===== src/rtl/comparator_pkg.sv =====
// Shared definitions for the serial magnitude comparator: FSM state encoding
// and the counter-sizing helper.
package comparator_pkg;

    typedef enum logic [1:0] {
        CMP_IDLE = 2'd0,
        CMP_SCAN = 2'd1,
        CMP_DONE = 2'd2
    } cmp_state_t;

    // Bits needed to count 0..n-1, never less than one.
    function automatic int cmp_clog2(input int n);
        int w;
        w = 1;
        while ((1 << w) < n) begin
            w = w + 1;
        end
        return w;
    endfunction

endpackage


===== src/rtl/digit_compare.sv =====
// Combinational DIGIT-wide unsigned magnitude compare built from gate primitives.
// gt/lt are both low when the two digits are equal.
module digit_compare #(
    parameter int DIGIT = 1
) (
    input  logic [DIGIT-1:0] a,
    input  logic [DIGIT-1:0] b,
    output logic             gt,
    output logic             lt
);

    wire [DIGIT-1:0] gt_chain;
    wire [DIGIT-1:0] lt_chain;

    // Ripple from LSB upward: a more significant unequal bit overrides lower ones.
    for (genvar i = 0; i < DIGIT; i++) begin : g_bit
        wire na, nb, bit_gt, bit_lt, bit_eq;
        not  u_na (na, a[i]);
        not  u_nb (nb, b[i]);
        and  u_gt (bit_gt, a[i], nb);
        and  u_lt (bit_lt, na, b[i]);
        xnor u_eq (bit_eq, a[i], b[i]);
        if (i == 0) begin : g_lsb
            buf u_gc (gt_chain[0], bit_gt);
            buf u_lc (lt_chain[0], bit_lt);
        end else begin : g_upper
            wire keep_gt, keep_lt;
            and u_kg (keep_gt, bit_eq, gt_chain[i-1]);
            and u_kl (keep_lt, bit_eq, lt_chain[i-1]);
            or  u_gc (gt_chain[i], bit_gt, keep_gt);
            or  u_lc (lt_chain[i], bit_lt, keep_lt);
        end
    end

    assign gt = gt_chain[DIGIT-1];
    assign lt = lt_chain[DIGIT-1];

endmodule


===== src/rtl/serial_comparator.sv =====
// MSB-first serial magnitude comparator with early exit and registered relation flags.
// Optional two's-complement mode is enabled by defining SERIAL_CMP_SIGNED_EN.
module serial_comparator
    import comparator_pkg::*;
#(
    parameter int WIDTH = 8,
    parameter int DIGIT = 1
) (
    input  logic             clk,
    input  logic             rst_n,
    input  logic             start,
    input  logic [WIDTH-1:0] valA,
    input  logic [WIDTH-1:0] valB,
`ifdef SERIAL_CMP_SIGNED_EN
    input  logic             is_signed,
`endif
    output logic             busy,
    output logic             done,
    output logic             aGTb,
    output logic             aGEb,
    output logic             aLTb,
    output logic             aLEb,
    output logic             aEQb,
    output logic             aNEb
);

    localparam int NDIG  = WIDTH / DIGIT;
    localparam int CNT_W = cmp_clog2(NDIG);
    localparam logic [CNT_W-1:0] LAST_DIG = CNT_W'(NDIG - 1);

    cmp_state_t       state;
    cmp_state_t       next_state;
    logic [WIDTH-1:0] sh_a;
    logic [WIDTH-1:0] sh_b;
    logic [WIDTH-1:0] cap_a;
    logic [WIDTH-1:0] cap_b;
    logic [CNT_W-1:0] cnt;
    logic             dig_gt;
    logic             dig_lt;
    logic             last_dig;
    logic             accept;
    logic             finish;

`ifdef SERIAL_CMP_SIGNED_EN
    // Flipping both sign bits maps two's-complement order onto unsigned order.
    logic [WIDTH-1:0] sign_mask;
    assign sign_mask = {is_signed, {(WIDTH-1){1'b0}}};
    assign cap_a     = valA ^ sign_mask;
    assign cap_b     = valB ^ sign_mask;
`else
    assign cap_a = valA;
    assign cap_b = valB;
`endif

    digit_compare #(
        .DIGIT (DIGIT)
    ) u_digit (
        .a  (sh_a[WIDTH-1 -: DIGIT]),
        .b  (sh_b[WIDTH-1 -: DIGIT]),
        .gt (dig_gt),
        .lt (dig_lt)
    );

    assign last_dig = (cnt == LAST_DIG);
    assign accept   = start && (state != CMP_SCAN);

    always_comb begin
        next_state = state;
        case (state)
            CMP_IDLE: begin
                if (start) next_state = CMP_SCAN;
            end
            CMP_SCAN: begin
                if (dig_gt || dig_lt || last_dig) next_state = CMP_DONE;
            end
            CMP_DONE: begin
                next_state = start ? CMP_SCAN : CMP_IDLE;
            end
            default: next_state = CMP_IDLE;
        endcase
    end

    assign finish = (state == CMP_SCAN) && (next_state == CMP_DONE);

    always_ff @(posedge clk or negedge rst_n) begin
        if (!rst_n) begin
            state <= CMP_IDLE;
            busy  <= 1'b0;
            done  <= 1'b0;
            sh_a  <= '0;
            sh_b  <= '0;
            cnt   <= '0;
            aGTb  <= 1'b0;
            aGEb  <= 1'b0;
            aLTb  <= 1'b0;
            aLEb  <= 1'b0;
            aEQb  <= 1'b0;
            aNEb  <= 1'b0;
        end else begin
            state <= next_state;
            busy  <= (next_state == CMP_SCAN);
            done  <= (next_state == CMP_DONE);

            if (accept) begin
                sh_a <= cap_a;
                sh_b <= cap_b;
                cnt  <= '0;
            end else if ((state == CMP_SCAN) && !finish) begin
                sh_a <= sh_a << DIGIT;
                sh_b <= sh_b << DIGIT;
                cnt  <= cnt + CNT_W'(1);
            end

            // Exiting without gt/lt only happens on the last digit, i.e. equality.
            if (finish) begin
                aGTb <= dig_gt;
                aLTb <= dig_lt;
                aEQb <= ~(dig_gt | dig_lt);
                aNEb <= dig_gt | dig_lt;
                aGEb <= ~dig_lt;
                aLEb <= ~dig_gt;
            end
        end
    end

endmodule


===== config.mk =====
export PLATFORM = sky130hd
export DESIGN_NAME = serial_comparator
export DESIGN_NICKNAME = d
export VERILOG_FILES = /design/src/rtl/comparator_pkg.sv /design/src/rtl/digit_compare.sv /design/src/rtl/serial_comparator.sv
export SDC_FILE = /design/constraint.sdc
export NUM_CORES = 1
export LEC_CHECK = 0
export ABC_AREA = 1
export CAP_MARGIN = 20
export CORE_UTILIZATION = 46
export CTS_CLUSTER_DIAMETER = 40
export DETAILED_ROUTE_END_ITERATION = 10
export PLACE_DENSITY = 0.72
export SYNTH_ARGS = -nofsm -noshare
export SYNTH_HDL_FRONTEND = slang
export SYNTH_SLANG_ARGS = --single-unit
export TNS_END_PERCENT = 1

===== constraint.sdc =====
create_clock -name clk -period 3.5 [get_ports clk]
set_input_delay 0.7 -clock clk [delete_from_list [all_inputs] [get_ports clk]]
set_output_delay 0.7 -clock clk [all_outputs]
set_load 0.01 [all_outputs]

==> flow_summary.json, run 1 <==
{
  "fin_crit_sh_pct": 56.6,
  "min_period_ns": 1.98,
  "cts_setup_buffers": 0,
  "utilization_pct": 62.5,
  "dr.pass1.iters": 4,
  "synth_area_per_cell_um2": 9.14,
  "status": "complete, no violations",
  "hpwlAfterDp_um": 1590,
  "die_y_um": 54.9,
  "synth_top_area_share_pct": 56.3,
  "seq_area_frac_synth_pct": 56.3,
  "worstReg2RegStart": "cnt[0]$_DFFE_PN0P_",
  "antenna_found_initial": 0,
  "vias": 1061,
  "arrival_ns": 2.18,
  "hold_depth": 2,
  "area_growth_pct": 24.6,
  "finalInstanceArea_um2": 1610,
  "ys_ff_latch": 29,
  "crit_fanout": 22,
  "clock_latency_ns": 0.31,
  "syn_nets": 164,
  "setup_viol": 0,
  "dieArea_um2": 3020,
  "finalWirelength_um": 2440,
  "fin_skew_ns": 0.00507,
  "path_class": "flip-flop to flip-flop",
  "drive_gt1_share_pct": 7.14,
  "final_common_cell": "nand3_1",
  "dp_cells": 191,
  "root_buffer": "clkbuf_4",
  "grt_usage_pct": 20.5,
  "final_cell_mix": "49 x nand3_1, 33 x nand2_1, 29 x dfrtp_1, 26 x clkdlybuf4s50_1",
  "powerDensity_nw_per_um2": 887,
  "portBuffers": 26,
  "startpoint_type": "flip-flop",
  "io_pins": 27,
  "drv_cap": 0,
  "core-area_um2": 2570,
  "hold_class": "flip-flop to flip-flop",
  "clock_path_buffers": 2,
  "cts_buffers": 5,
  "holdWs_ns": 0.473,
  "cts_tree": "done",
  "drc": 0,
  "wl_per_cell_um": 12.3,
  "viasPerCell": 5.36,
  "post_cts_resized": 0,
  "holdPathEnd": "aNEb$_DFFE_PN0P_",
  "cts_hold_buf": 0,
  "rr_worst_depth": 6,
  "syn_area_um2": 1290,
  "grt_overflow": 0,
  "preCtsSetupSlack_ns": 1.23,
  "total_leakage_power_nw": 0.776,
  "endpoint_kind": "flip-flop",
  "nets": 191,
  "ant_nets": 0,
  "die_width_um": 54.9,
  "p_total_mw": 1.42,
  "required_ns": 3.69,
  "relSlewSlack_pct": 54.0,
  "fin_ws_ns": 1.52,
  "finalHoldViolCount": 0,
  "netlist_instances": 141,
  "h-tree-depth": 2,
  "synth-warning-count": 0,
  "yosysTopAreaCell": "dfrtp_1",
  "grt_max_degree": 30,
  "vdd_drop_max_v": 0.000530,
  "rsz0062_at_grt": "no",
  "dpl_cell_area_um2": 1550,
  "reg2reg_to": "sh_a[6]$_DFFE_PN0P_",
  "fmax_mhz": 504,
  "synth.area.top_cells": "dfrtp_1 56%, nand3_1 19%, nand2_1 9.6%",
  "grt_pass1_vias": 999,
  "drt_iter0_markers": 20,
  "layoutNonFillerInstCount": 198,
  "slew_viol_final": 0,
  "ys_types": 15,
  "rows": 18,
  "tns_ns": 0,
  "diodes": 0,
  "tightest_slew_ns": 0.689,
  "path_clk_slew_ns": 0.09,
  "regToRegSetupSlack_ns": 1.52,
  "grt_first_pass_wirelength_um": 4130,
  "hp-start": "aNEb$_DFFE_PN0P_",
  "initial_utilization_pct": 50.2,
  "cts.sinks": 29,
  "globalplace.congestion": 0.709
}
[routing by layer]
layer | share of wire [%] | up-vias | track usage [%]
li1 | - | 526 | -
met1 | 44 | 502 | 20.7
met2 | 50 | 27 | 36.7
met3 | 3.5 | 6 | 5.74
met4 | 2.4 | 0 | 12.9
met5 | 0 | - | 0
[cell usage after synthesis]
| library cell | number |
|---|---|
| nand3_1 | 49 |
| nand2_1 | 33 |
| dfrtp_1 | 29 |
| buf_2 | 5 |
| inv_1 | 5 |
| ha_1 | 4 |
| o21ai_0 | 4 |
| inv_2 | 2 |
| nor2_1 | 2 |
| nor2_4 | 2 |
| o21ai_1 | 2 |
| buf_4 | 1 |
| buf_6 | 1 |
| nand2_2 | 1 |
| o21a_1 | 1 |
[cell families (layout without fill, tap and decap cells)]
kind of cell / count (synthesis) / in the layout / share of synthesized area [%]
flops: 29 / 29 / 56.3
simple gates: 87 / 87 / 31.5
compound gates: 7 / 7 / 2.91
fa+ha+maj: 4 / 4 / 3.88
buf+inv: 14 / 41 / 5.44
[flip-flops by register name, summed over array words and instances, names as in the netlist]
register	cells
state	2
sh_a	8
busy	1
aGTb	1
done	1
sh_b	8
aLTb	1
aNEb	1
aEQb	1
aGEb	1
aLEb	1
cnt	3
[worst max-delay path: stages (launching register included)]
cell	delay [ns]
dfrtp_1	0.41
ha_1	0.21
ha_1	0.22
nor2_4	0.40
nand2_2	0.36
nand3_1	0.16
nand3_1	0.10
[power breakdown]
group	switching, mW	internal, mW	leakage (nW)	total (mW)
Sequential	0.0860	0.496	0.360	0.583
Clock	0.108	0.0947	0.0314	0.203
Combinational	0.391	0.247	0.385	0.638
Total	0.585	0.838	0.776	1.42
[cell type report]
cell class	instances	area [µm²]
inverters	7	26.3
flip-flops and latches	29	726
repair buffers	27	268
well taps	30	37.5
fillers	242	962
multi-input cells	98	493
clock buffers	7	55.1
[how the worst max path moves through the flow]
| stage | start | endpoint | slack (ns) | cells after the start |
|---|---|---|---|---|
| 5_1_grt | cnt[0]$_DFFE_PN0P_ | sh_a[6]$_DFFE_PN0P_ | 1.40 | 6 |
| 6_report | cnt[0]$_DFFE_PN0P_ | sh_a[6]$_DFFE_PN0P_ | 1.52 | 6 |
| 4_1_cts | cnt[0]$_DFFE_PN0P_ | sh_a[6]$_DFFE_PN0P_ | 1.54 | 6 |
| 3_3_place_gp | start | sh_b[6]$_DFFE_PN0P_ | 1.30 | 5 |
| 3_5_place_dp | start | sh_a[6]$_DFFE_PN0P_ | 1.23 | 5 |
| 2_1_floorplan | cnt[0]$_DFFE_PN0P_ | sh_a[3]$_DFFE_PN0P_ | 2.03 | 7 |
(Power assumes the default switching activity.)
==> run 2, diff against run 1 <==
--- a/config.mk
+++ b/config.mk
@@ -7,10 +7,10 @@
 export LEC_CHECK = 0
 export ABC_AREA = 1
 export CAP_MARGIN = 20
-export CORE_UTILIZATION = 46
+export CORE_UTILIZATION = 45
 export CTS_CLUSTER_DIAMETER = 40
 export DETAILED_ROUTE_END_ITERATION = 10
-export PLACE_DENSITY = 0.72
+export PLACE_DENSITY = 0.74
 export SYNTH_ARGS = -nofsm -noshare
 export SYNTH_HDL_FRONTEND = slang
 export SYNTH_SLANG_ARGS = --single-unit
==> constraint.sdc (replaced) <==
create_clock -name clk -period 1.59 [get_ports clk]
set_input_delay 0.318 -clock clk [delete_from_list [all_inputs] [get_ports clk]]
set_output_delay 0.318 -clock clk [all_outputs]
set_load 0.01 [all_outputs]
==> run 2 against run 1 <==
  * Clock-buffer cell count up 1
  * Utilization down 1.1 points
  * Total power up 130%
  * Worst setup slack worse by 1.5 ns
  * Cell count up 4.5%
  * Sequential share of layout area down 2.0 points
  * Largest cell class unchanged
  * Highest routed layer unchanged
==> flow_summary.json, run 2 (same netlist as run 1, synthesis figures left out) <==
{
  "status": "complete, no violations",
  "portBuffers": 26,
  "path_clk_slew_ns": 0.08,
  "clock_path_buffers": 2,
  "final_common_cell": "nand3_1",
  "cts_hold_buf": 0,
  "setup_viol": 0,
  "regToRegSetupSlack_ns": 0.11,
  "total_leakage_power_nw": 0.858,
  "dpl_cell_area_um2": 1600,
  "finalHoldViolCount": 0,
  "p_total_mw": 3.31,
  "initial_utilization_pct": 47.1,
  "reg2reg_to": "sh_a[2]$_DFFE_PN0P_",
  "finalWirelength_um": 2470,
  "rsz0062_at_grt": "yes",
  "cts_setup_buffers": 0,
  "powerDensity_nw_per_um2": 1970,
  "antenna_found_initial": 0,
  "path_buf_inv": 1,
  "wl_per_cell_um": 11.9,
  "cts_tree": "done",
  "crit_fanout": 2,
  "fin_crit_sh_pct": 96.0,
  "nets": 198,
  "slowest_delay_ns": 0.53,
  "drv_cap": 0,
  "final_cell_mix": "49 x nand3_1, 33 x nand2_1, 29 x dfrtp_1, 21 x clkdlybuf4s50_1, 8 x buf_4",
  "die_y_um": 55.5,
  "ant_nets": 0,
  "grt_overflow": 0,
  "arrival_ns": 1.21,
  "crit_family": "buffers and inverters",
  "rows": 19,
  "grt_pass1_vias": 1035,
  "reg_top3": "sh_a (8), sh_b (8), cnt (3)",
  "relSlewSlack_pct": 75.9,
  "drt_iter0_markers": 28,
  "diodes": 0,
  "drive_gt1_share_pct": 10.2,
  "worstReg2RegStart": "cnt[0]$_DFFE_PN0P_",
  "endpoint_kind": "output port",
  "h-tree-depth": 2,
  "grt_first_pass_wirelength_um": 4520,
  "fill_cells": 250,
  "min_period_ns": 1.53,
  "path_class": "flip-flop to output port",
  "io_pins": 27,
  "cts.sinks": 29,
  "viasPerCell": 5.19,
  "finalInstanceArea_um2": 1680,
  "grt_max_degree": 30,
  "slew_viol_final": 0,
  "fin_skew_ns": 0.00317,
  "dieArea_um2": 3080,
  "globalplace.congestion": 0.767,
  "die_width_um": 55.5,
  "worst_path_max_delay_cell": "clkdlybuf4s50_1",
  "drc": 0,
  "dr.pass1.iters": 4,
  "root_buffer": "clkbuf_4",
  "vias": 1074,
  "required_ns": 1.27,
  "crit_chain": "clkdlybuf4s50_1",
  "fmax_mhz": 655,
  "cts_buffers": 5,
  "rr_worst_depth": 6,
  "vdd_drop_max_v": 0.00118,
  "area_growth_pct": 30.3,
  "tightest_slew_ns": 0.361,
  "core-area_um2": 2730,
  "startpoint_type": "flip-flop",
  "grt_usage_pct": 19.6,
  "clock_latency_ns": 0.33,
  "hold_class": "primary input to asynchronous set/reset pin",
  "hpwlAfterDp_um": 1740
}
[run 2: how the worst max path moves through the flow]
stage,startpoint,to,slack (ns),cells after the start
finish,aLTb$_DFFE_PN0P_,aLTb,0.06,1
global route,cnt[0]$_DFFE_PN0P_,sh_a[3]$_DFFE_PN0P_,-0.003,6
CTS,aGEb$_DFFE_PN0P_,aGEb,0.03,1
detailed placement,cnt[0]$_DFFE_PN0P_,sh_a[2]$_DFFE_PN0P_,0.006,6
global placement,cnt[0]$_DFFE_PN0P_,sh_b[6]$_DFFE_PN0P_,0.04,6
floorplan,cnt[0]$_DFFE_PN0P_,sh_a[3]$_DFFE_PN0P_,0.12,7
[run 2: layout make-up]
class                   instances  area, µm²  area share [%]
multi-input cells              98        507            30.2
repair buffers                 34        333            19.8
inverters                       7       26.3            1.56
well taps                      31       38.8            2.31
flip-flops and latches         29        726            43.2
clock buffers                   8       48.8            2.91
[run 2: through the flow]
step	std cells	TNS, ns	hold slack [ns]	utilization, %	setup slack [ns]
6_report	207	0	0.362	61.4	0.0632
5_1_grt	207	-0.00470	0.386	61.4	-0.00286
4_1_cts	207	0	0.364	60.6	0.0313
3_5_place_dp	199	0	0.458	58.7	0.00554
3_3_place_gp	199	0	0.455	58.7	0.0423
2_1_floorplan	141	0	0.0224	-	0.116
[run 2: per-layer routing]
layer,up-vias,track usage (%),wire length [µm]
met4,0,9.64,57
li1,540,-,-
met2,26,31.8,1210
met5,-,0,0
met3,8,7.96,136
met1,500,22.2,1060
[run 2: timing repair]
action / in CTS / in global routing
cloned: 0 / 0
hold endpoints to repair: 0 / 0
gates resized for setup: 1 / 6
setup endpoints to repair: 5 / 15
pin swaps: 0 / 1
[run 2: report_power, final]
part	total [mW]	internal (mW)	switching [mW]
combinational	1.61	0.684	0.923
sequential	1.28	1.09	0.190
clock	0.419	0.176	0.243
